===== config.mk =====
export PLATFORM = sky130hd
export DESIGN_NAME = avs_slave_ep
export DESIGN_NICKNAME = d
export VERILOG_FILES = /design/src/rtl/avs_ep_pkg.sv /design/src/rtl/avs_edge_sync.sv /design/src/rtl/avs_slave_ep.sv
export SDC_FILE = /design/constraint.sdc
export NUM_CORES = 1
export LEC_CHECK = 0
export BUFFER_PORTS_ARGS = -buffer_cell sky130_fd_sc_hd__clkbuf_2
export CORE_MARGIN = 2
export CORE_UTILIZATION = 40
export CTS_CLUSTER_DIAMETER = 30
export CTS_CLUSTER_SIZE = 24
export DETAILED_ROUTE_END_ITERATION = 12
export PLACE_DENSITY_LB_ADDON = 0.1
export SLEW_MARGIN = 0
export SYNTH_ARGS = -nofsm -noshare
export SYNTH_HDL_FRONTEND = slang
export SYNTH_SLANG_ARGS = --single-unit
export TNS_END_PERCENT = 20

===== constraint.sdc =====
create_clock -name clk_i -period 7.5 [get_ports clk_i]
set_input_delay 0 -clock clk_i [delete_from_list [all_inputs] [get_ports clk_i]]
set_output_delay 0 -clock clk_i [all_outputs]
set_load 0.01 [all_outputs]

===== src/rtl/avs_ep_pkg.sv =====
// AVSBus slave endpoint: shared frame types, codes and CRC-3.
// Imported by the edge synchronizer and the endpoint top.
package avs_ep_pkg;

  localparam int AVS_FRAME_W = 32;

  localparam logic [1:0] CMD_WR_COMMIT = 2'b00;
  localparam logic [1:0] CMD_WR_HOLD   = 2'b01;
  localparam logic [1:0] CMD_RSVD      = 2'b10;
  localparam logic [1:0] CMD_READ      = 2'b11;

  localparam logic [3:0] TYPE_VOUT = 4'h0;
  localparam logic [3:0] TYPE_IOUT = 4'h2;
  localparam logic [3:0] SEL_BCAST = 4'hF;

  typedef struct packed {
    logic [1:0]  start;
    logic [1:0]  cmd;
    logic        grp;
    logic [3:0]  typ;
    logic [3:0]  sel;
    logic [15:0] data;
    logic [2:0]  crc;
  } avs_mframe_t;

  typedef enum logic [1:0] {
    ACK_OK    = 2'b00,
    ACK_NOACT = 2'b01,
    ACK_CRC   = 2'b10,
    ACK_INVAL = 2'b11
  } avs_ack_e;

  typedef enum logic [1:0] {
    ST_IDLE,
    ST_RX,
    ST_DECODE,
    ST_TX
  } avs_state_e;

  // Serial x^3+x+1 LFSR, MSB first, zero seed.
  function automatic logic [2:0] crc3_f(input logic [28:0] d);
    logic [2:0] c;
    logic       fb;
    c = 3'b000;
    for (int i = 28; i >= 0; i--) begin
      fb = c[2] ^ d[i];
      c  = {c[1], c[0] ^ fb, fb};
    end
    return c;
  endfunction

endpackage


===== src/rtl/avs_edge_sync.sv =====
// Two-flop synchronizer with a third flop for edge detection.
// Edges are reported against the synchronized value.
module avs_edge_sync
  import avs_ep_pkg::*;
#(
  parameter logic RST_VAL = 1'b0
) (
  input  logic clk_i,
  input  logic rst_i,
  input  logic d_i,
  output logic q_o,
  output logic rise_o,
  output logic fall_o
);

  logic [2:0] sync_q, sync_d;

  always_comb begin
    sync_d = {sync_q[1:0], d_i};
  end

  always_ff @(posedge clk_i) begin
    if (rst_i) begin
      sync_q <= {3{RST_VAL}};
    end else begin
      sync_q <= sync_d;
    end
  end

  assign q_o    = sync_q[1];
  assign rise_o = sync_q[1] & ~sync_q[2];
  assign fall_o = ~sync_q[1] & sync_q[2];

endmodule


===== src/rtl/avs_slave_ep.sv =====
// AVSBus slave endpoint emulating a multi-rail VRM.
// Receives master frames, updates rail registers, returns response frames.
module avs_slave_ep
  import avs_ep_pkg::*;
#(
  parameter int          NUM_RAILS = 2,
  parameter logic [15:0] VOUT_RST  = 16'h0320
) (
  input  logic                   clk_i,
  input  logic                   rst_i,
  input  logic                   enable_i,
  input  logic                   avs_clk_i,
  input  logic                   avs_mdata_i,
  output logic                   avs_sdata_o,
  input  logic [NUM_RAILS*16-1:0] current_i,
  input  logic                   alert_i,
  output logic [NUM_RAILS*16-1:0] vout_o,
  output logic                   vout_upd_o,
  output logic                   crc_err_o,
  output logic                   busy_o
);

  localparam logic [4:0] NR = 5'(NUM_RAILS);

  logic clk_s, clk_rise, clk_fall;
  logic md_s, md_rise, md_fall;
  logic unused_ok;

  avs_edge_sync #(.RST_VAL(1'b0)) u_clk_sync (
    .clk_i  (clk_i),
    .rst_i  (rst_i),
    .d_i    (avs_clk_i),
    .q_o    (clk_s),
    .rise_o (clk_rise),
    .fall_o (clk_fall)
  );

  avs_edge_sync #(.RST_VAL(1'b1)) u_md_sync (
    .clk_i  (clk_i),
    .rst_i  (rst_i),
    .d_i    (avs_mdata_i),
    .q_o    (md_s),
    .rise_o (md_rise),
    .fall_o (md_fall)
  );

  assign unused_ok = ^{clk_s, md_rise, md_fall};

  avs_state_e state_q, state_d;
  logic [AVS_FRAME_W-1:0] rx_q, rx_d;
  logic [AVS_FRAME_W-1:0] tx_q, tx_d;
  logic [5:0] cnt_q, cnt_d;
  logic zero_q, zero_d;
  logic sdata_q, sdata_d;
  logic upd_q, upd_d;
  logic [NUM_RAILS-1:0][15:0] vout_q, vout_d;
  logic [NUM_RAILS-1:0][15:0] shadow_q, shadow_d;

  avs_mframe_t mf;
  avs_ack_e    ack;
  logic        crc_ok, sel_bc, sel_ok;
  logic        do_wr, do_commit;
  logic [15:0] rdata;
  logic [28:0] resp_body;
  logic [31:0] resp;

  assign mf = rx_q;

  always_comb begin
    crc_ok    = (crc3_f(rx_q[31:3]) == mf.crc);
    sel_bc    = (mf.sel == SEL_BCAST);
    sel_ok    = ({1'b0, mf.sel} < NR);
    ack       = ACK_INVAL;
    rdata     = '0;
    do_wr     = 1'b0;
    do_commit = 1'b0;
    if (!crc_ok) begin
      ack = ACK_CRC;
    end else if (mf.grp) begin
      ack = ACK_NOACT;
    end else begin
      unique case (mf.cmd)
        CMD_WR_COMMIT, CMD_WR_HOLD: begin
          if (mf.typ == TYPE_VOUT && (sel_ok || sel_bc)) begin
            ack       = ACK_OK;
            do_wr     = 1'b1;
            do_commit = (mf.cmd == CMD_WR_COMMIT);
          end
        end
        CMD_READ: begin
          if (sel_ok && (mf.typ == TYPE_VOUT || mf.typ == TYPE_IOUT)) begin
            ack = ACK_OK;
            for (int r = 0; r < NUM_RAILS; r++) begin
              if (mf.sel == 4'(r)) begin
                rdata = (mf.typ == TYPE_VOUT) ? vout_q[r]
                                              : current_i[16*r +: 16];
              end
            end
          end
        end
        default: ack = ACK_INVAL;
      endcase
    end
    resp_body = {ack, 1'b0, alert_i, 4'b0000, rdata, 5'b00000};
    resp      = {resp_body, crc3_f(resp_body)};
  end

  always_comb begin
    state_d  = state_q;
    rx_d     = rx_q;
    tx_d     = tx_q;
    cnt_d    = cnt_q;
    zero_d   = zero_q;
    sdata_d  = sdata_q;
    shadow_d = shadow_q;
    vout_d   = vout_q;
    upd_d    = 1'b0;
    unique case (state_q)
      ST_IDLE: begin
        sdata_d = 1'b1;
        if (clk_rise) begin
          rx_d   = {rx_q[30:0], md_s};
          zero_d = ~md_s;
          if (zero_q && md_s) begin
            state_d = ST_RX;
            cnt_d   = 6'd2;
            zero_d  = 1'b0;
          end
        end
      end
      ST_RX: begin
        if (clk_rise) begin
          rx_d  = {rx_q[30:0], md_s};
          cnt_d = cnt_q + 6'd1;
          if (cnt_q == 6'd31) state_d = ST_DECODE;
        end
      end
      ST_DECODE: begin
        if (do_wr) begin
          for (int r = 0; r < NUM_RAILS; r++) begin
            if (sel_bc || mf.sel == 4'(r)) shadow_d[r] = mf.data;
          end
        end
        if (do_commit) begin
          vout_d = shadow_d;
          upd_d  = (shadow_d != vout_q);
        end
        tx_d    = resp;
        cnt_d   = 6'd0;
        state_d = ST_TX;
      end
      ST_TX: begin
        // Hold the last bit for a full AVS period before releasing.
        if (clk_fall) begin
          if (cnt_q == 6'd32) begin
            sdata_d = 1'b1;
            state_d = ST_IDLE;
          end else begin
            sdata_d = tx_q[31];
            tx_d    = {tx_q[30:0], 1'b0};
            cnt_d   = cnt_q + 6'd1;
          end
        end
      end
      default: state_d = ST_IDLE;
    endcase
    if (!enable_i) begin
      state_d  = ST_IDLE;
      sdata_d  = 1'b1;
      zero_d   = 1'b0;
      shadow_d = shadow_q;
      vout_d   = vout_q;
      upd_d    = 1'b0;
    end
  end

  always_ff @(posedge clk_i) begin
    if (rst_i) begin
      state_q  <= ST_IDLE;
      rx_q     <= '0;
      tx_q     <= '0;
      cnt_q    <= '0;
      zero_q   <= 1'b0;
      sdata_q  <= 1'b1;
      upd_q    <= 1'b0;
      vout_q   <= {NUM_RAILS{VOUT_RST}};
      shadow_q <= {NUM_RAILS{VOUT_RST}};
    end else begin
      state_q  <= state_d;
      rx_q     <= rx_d;
      tx_q     <= tx_d;
      cnt_q    <= cnt_d;
      zero_q   <= zero_d;
      sdata_q  <= sdata_d;
      upd_q    <= upd_d;
      vout_q   <= vout_d;
      shadow_q <= shadow_d;
    end
  end

  assign avs_sdata_o = sdata_q;
  assign vout_o      = vout_q;
  assign vout_upd_o  = upd_q;
  assign crc_err_o   = enable_i && (state_q == ST_DECODE) && !crc_ok;
  assign busy_o      = (state_q != ST_IDLE);

endmodule


==> results.md <==
Finish:
- Summing all multi-input logic gate instances after layout gives roughly 4400 um^2.
- The design area is 8810 um^2.
- The number of fill cells in the layout is approximately 1800.
- The count of placed standard cells in the final layout, fillers left out is about 1200.
- Relative to the synthesized area, the layout overhead comes to 14.8%.
- The sequential cells in the finished layout cover a total of roughly 2900 um^2.
- The proportion of layout cells with a drive suffix above 1 is 0.141.
- The antenna diode instance count is 0.
- At the end of the flow, the number of nets in the layout was between 900 and 1000.

Setup path:
- The endpoint of the most critical setup path is tx_q[0]$_SDFFE_PP0P_.
- In this run the worst path has a maximum fanout of 22.
- Data on the critical path arrives at its endpoint at 4.22 ns.
- The largest individual stage delay along the critical path comes from the cell dfxtp_1.
- The kind of end point of the critical path is a flop.
- The critical path starts at mf[19]$_SDFFE_PP0P_.
- The minimum setup slack among reg-to-reg paths is ~3.5 ns.
- The launching point of the worst reg2reg path is mf[19]$_SDFFE_PP0P_.
- The highest cell delay on the worst timing path is around 0.86 ns.
- The type of the worst setup path is reg2reg.
- Data on the critical path is required at its endpoint by 7.76 ns.
- The type of origin of the critical path is a flop.
- The terminus of the critical flop-to-flop path is tx_q[0]$_SDFFE_PP0P_.
- The worst-case reg-to-reg path depth is 10.
- The critical path goes through xor2_1, xnor3_1, xnor2_1, nor3_1, o21bai_1, nor2b_1, or3b_2, and3b_1, o21ai_0, a21oi_1.

Status:
- The flow ran to the end, and the final reports show no timing, DRC or antenna violations.

Power:
- The share of total power consumed by net switching is 0.227.
- Internal power comes to roughly 1.4 mW.
- The total power density per cell area is approximately 200 nW/um^2.
- After layout, the design draws a total of roughly 1.8 mW.
- The sequential group share of total power is 0.436.
- The clock network power share is 0.530.
- Across the VDD grid, the largest voltage drop is ~150 uV.
- In this run the power spent charging and discharging nets is between 0.3 and 0.4 mW.
- The leakage power figure is 3.30 nW.
- The power share of the combinational group is 0.034.

Route:
- The number of vias per cell after detailed routing is roughly 5.5.
- The pre-antenna-repair detailed-routing pass consisted of 5 iterations.
- The detail-routed net length per standard cell is 18.9 um.
- Once detail routing completed, the nets flagged for antenna violations numbered 0.
- After detailed routing, the total wire length is between 20000 and 25000 um.
- The detailed router's first-iteration violation count is 601.
- The number of vias after detailed routing is about 6500.
- The remaining routing DRC violations is 0.

Synthesis:
- The number of enable-type register cells in the synthesized netlist is 0.
- Yosys printed 0 warnings.
- dfxtp_1 takes more of the synthesized area than any other cell.
- The unique cell type count in the Yosys netlist is 62.
- In this run the cell area of the synthesized design comes to between 7000 and 8000 um^2.
- Yosys attributes the largest share of cell area to dfxtp_1, nand2_1, mux2i_1.
- Of the post-synthesis cell area, the dominant cell type holds 0.376.
- The fraction of synthesis flops using an asynchronous set or reset pin is 0.
- The post-synthesis sequential element count is 144.
- The most instantiated flip-flop cell in the synthesis netlist is dfxtp_1.
- After technology mapping, the gate count stands at approximately 900.
- Among all cell types in the netlist, the one instantiated most often is nand2_1.
- The share of the Yosys chip area taken by registers is 0.376.
- The average cell area after synthesis is roughly 8.6 um^2.
- Counting every net in the synthesized netlist gives roughly 940.
- After synthesis, the most frequently instantiated cells are nand2_1, dfxtp_1, nor2_1.

Floorplan:
- The die width is around 140 um.
- The row count is 50.
- The number of top-level pins is between 70 and 80.
- The floorplan step defined a core boundary enclosing ~19000 um^2.
- The initial utilization of the core area, before any placement, comes to 0.409.
- The die covers 20300 um^2.
- In this run the vertical extent of the chip is between 100 and 150 um.

Placed design:
- Once placement completed, the tool counted placed cells totaling approximately 1100.
- Detailed placement ended at an HPWL of 15400 um.
- The total of buffers placed on input and output ports is 73.
- The cell area after placement is roughly 8100 um^2.
- At the end of routability-driven placement, the weighted congestion stood at about 0.84.

GRT:
- Summed over all layers, the global routing overflow is 0.
- Across every metal layer, demand over resource in global routing totals 0.225.
- Entering global routing, the biggest net connects 84 pins.
- The wire length of the first global-routing pass is around 35000 um.
- The number of global-route vias before repair is 5942.
- The number of antenna violations at the first check in global routing is 0.

Timing:
- At the pin with the least slew margin, the transition time is about 1.0 ns.
- Setup repair after global routing left no endpoint under its margin.
- The worst path needs between 3 and 4 ns of the cycle, external delays included.
- The total setup violations reported at the end of the flow is 0.
- The final clock skew is ~0.01 ns.
- The aggregate negative setup slack is 0 ns.
- Dividing the final minimum period by the clock period gives 0.528.
- The final-report hold violation count was 0.
- The total count of max-transition violations in the final report is 0.
- The worst slew margin relative to its limit is 0.314.
- The achievable frequency is roughly 250 MHz.

CTS:
- At the later pin of the worst-skew pair, clock insertion delay measures about 0.42 ns.
- The number of H-tree branching levels is 4.
- The number of clock buffers inserted by TritonCTS is 17.
- TritonCTS built the clock tree.
- The CTS clock-pin slew for the worst setup and hold paths is 0.06 ns.
- The clock passes through at most 2 buffers.
- Post-CTS repair changed the size of 0 cells.
- The CTS root buffer is clkbuf_16.
- The clock net in this run drives a total of between 100 and 150 sinks.

Job:
- Max-cap violations in this run came to 0.

Worst hold path:
- The type of the tightest min-delay check is in2reg.
## registers in the layout, indices dropped and copies added (netlist names)
register and cells:
tx_q 32, zero_q 1, shadow_q 32, state_q 2, vout_o 32, avs_sdata_o 1
cnt_q 6, mf 32, u_md_sync.sync_q 2, u_clk_sync.sync_q 3, vout_upd_o 1
## cells in the final DEF (no fill, tap or decap), types with 4 or more instances in the layout
cell type | netlist | routed
xor2_1 | 25 | 25
xnor2_1 | 43 | 43
nand4_1 | 4 | 4
or2_2 | 4 | 4
nand2b_1 | 8 | 8
a21oi_1 | 75 | 75
ha_1 | 6 | 6
inv_6 | 0 | 5
a211oi_1 | 35 | 35
nor2_1 | 85 | 84
dfxtp_1 | 144 | 144
xnor3_1 | 7 | 7
nor2b_1 | 14 | 14
nand2_1 | 148 | 148
o22ai_1 | 4 | 4
a221oi_1 | 7 | 7
inv_1 | 24 | 24
buf_4 | 1 | 13
nand3_1 | 15 | 15
and3_1 | 5 | 5
o21ai_0 | 24 | 24
clkinvlp_4 | 0 | 4
bufinv_16 | 0 | 4
nor3_1 | 16 | 16
or3_1 | 4 | 4
nor4_1 | 7 | 7
o211ai_1 | 15 | 15
mux2i_1 | 45 | 45
clkbuf_2 | 0 | 72
mux4_1 | 15 | 15
dlygate4sd3_1 | 0 | 4
clkbuf_16 | 0 | 17
## routing by layer
layer	up-vias	share of wire	global-route usage
met5	-	0	0
met4	0	0.013	0.0516
met3	19	0.050	0.0458
met2	155	0.44	0.337
met1	3090	0.50	0.333
li1	3209	-	-
## critical path, delay by kind of cell, from the launching register on
| family | cells | cell delay [ns] |
|---|---|---|
| and+or+nand+nor | 4 | 1.48 |
| DFF | 1 | 0.86 |
| xor gates and xnor gates | 3 | 0.77 |
| AOI/OAI and AO/OA | 3 | 0.67 |
## worst min path at each step
stage,start,endpoint,slack [ns],cells past startpoint
finish,rst_i,tx_q[26]$_SDFFE_PP0P_,0.02,2
global route,rst_i,u_clk_sync.sync_q[0]$_SDFF_PP0_,0.03,2
CTS,rst_i,u_clk_sync.sync_q[1]$_SDFF_PP0_,0.01,2
detailed placement,avs_mdata_i,u_md_sync.sync_q[0]$_SDFF_PP1_,0.20,2
global placement,avs_mdata_i,u_md_sync.sync_q[0]$_SDFF_PP1_,0.20,2
floorplan,enable_i,avs_sdata_o$_SDFFE_PP1P_,0.08,1
## kinds of logic (layout without fill, tap and decap cells)
kind of cell               Yosys count  after routing  share of synthesized area
muxes                               61             61                      0.113
DFF                                144            144                      0.376
xor gates and xnor gates            76             76                      0.101
buffers and inverters               95            145                     0.0523
AOI/OAI and AO/OA                  189            189                      0.158
adders and majority gates            6              6                    0.00978
and+or+nand+nor                    326            326                      0.190
## stage by stage
step           hold slack (ns)   util  setup slack, ns
6_report                0.0215  0.470             3.54
5_1_grt                 0.0316  0.470             3.10
4_1_cts                 0.0114  0.470             3.53
3_5_place_dp             0.203  0.433             3.53
3_3_place_gp             0.198  0.433             3.61
2_1_floorplan           0.0808      -             4.45
## power by group through the flow
stage | registers [mW] | clock network, mW | logic [mW]
after detailed placement | 0.784 | 0 | 0.0577
after CTS | 0.767 | 0.949 | 0.0595
after floorplan | 0.784 | 0 | 0.0360
after global placement | 0.784 | 0 | 0.0580
final | 0.767 | 0.932 | 0.0595
after global routing | 0.767 | 0.985 | 0.0642
## timing repair
item                      4_1_cts  5_1_grt
hold endpoints to repair        7        0
buffers inserted                0        0
hold buffers                    4        0
## final cells by class
cell class,instances,share of cell area
sequential,144,0.327
clock buffer,18,0.0498
tap,234,0.0332
inverter,24,0.0102
multi-input combinational,658,0.500
clock inverter,14,0.0230
timing repair buffer,89,0.0565
Power figures use the tool's default switching activity.
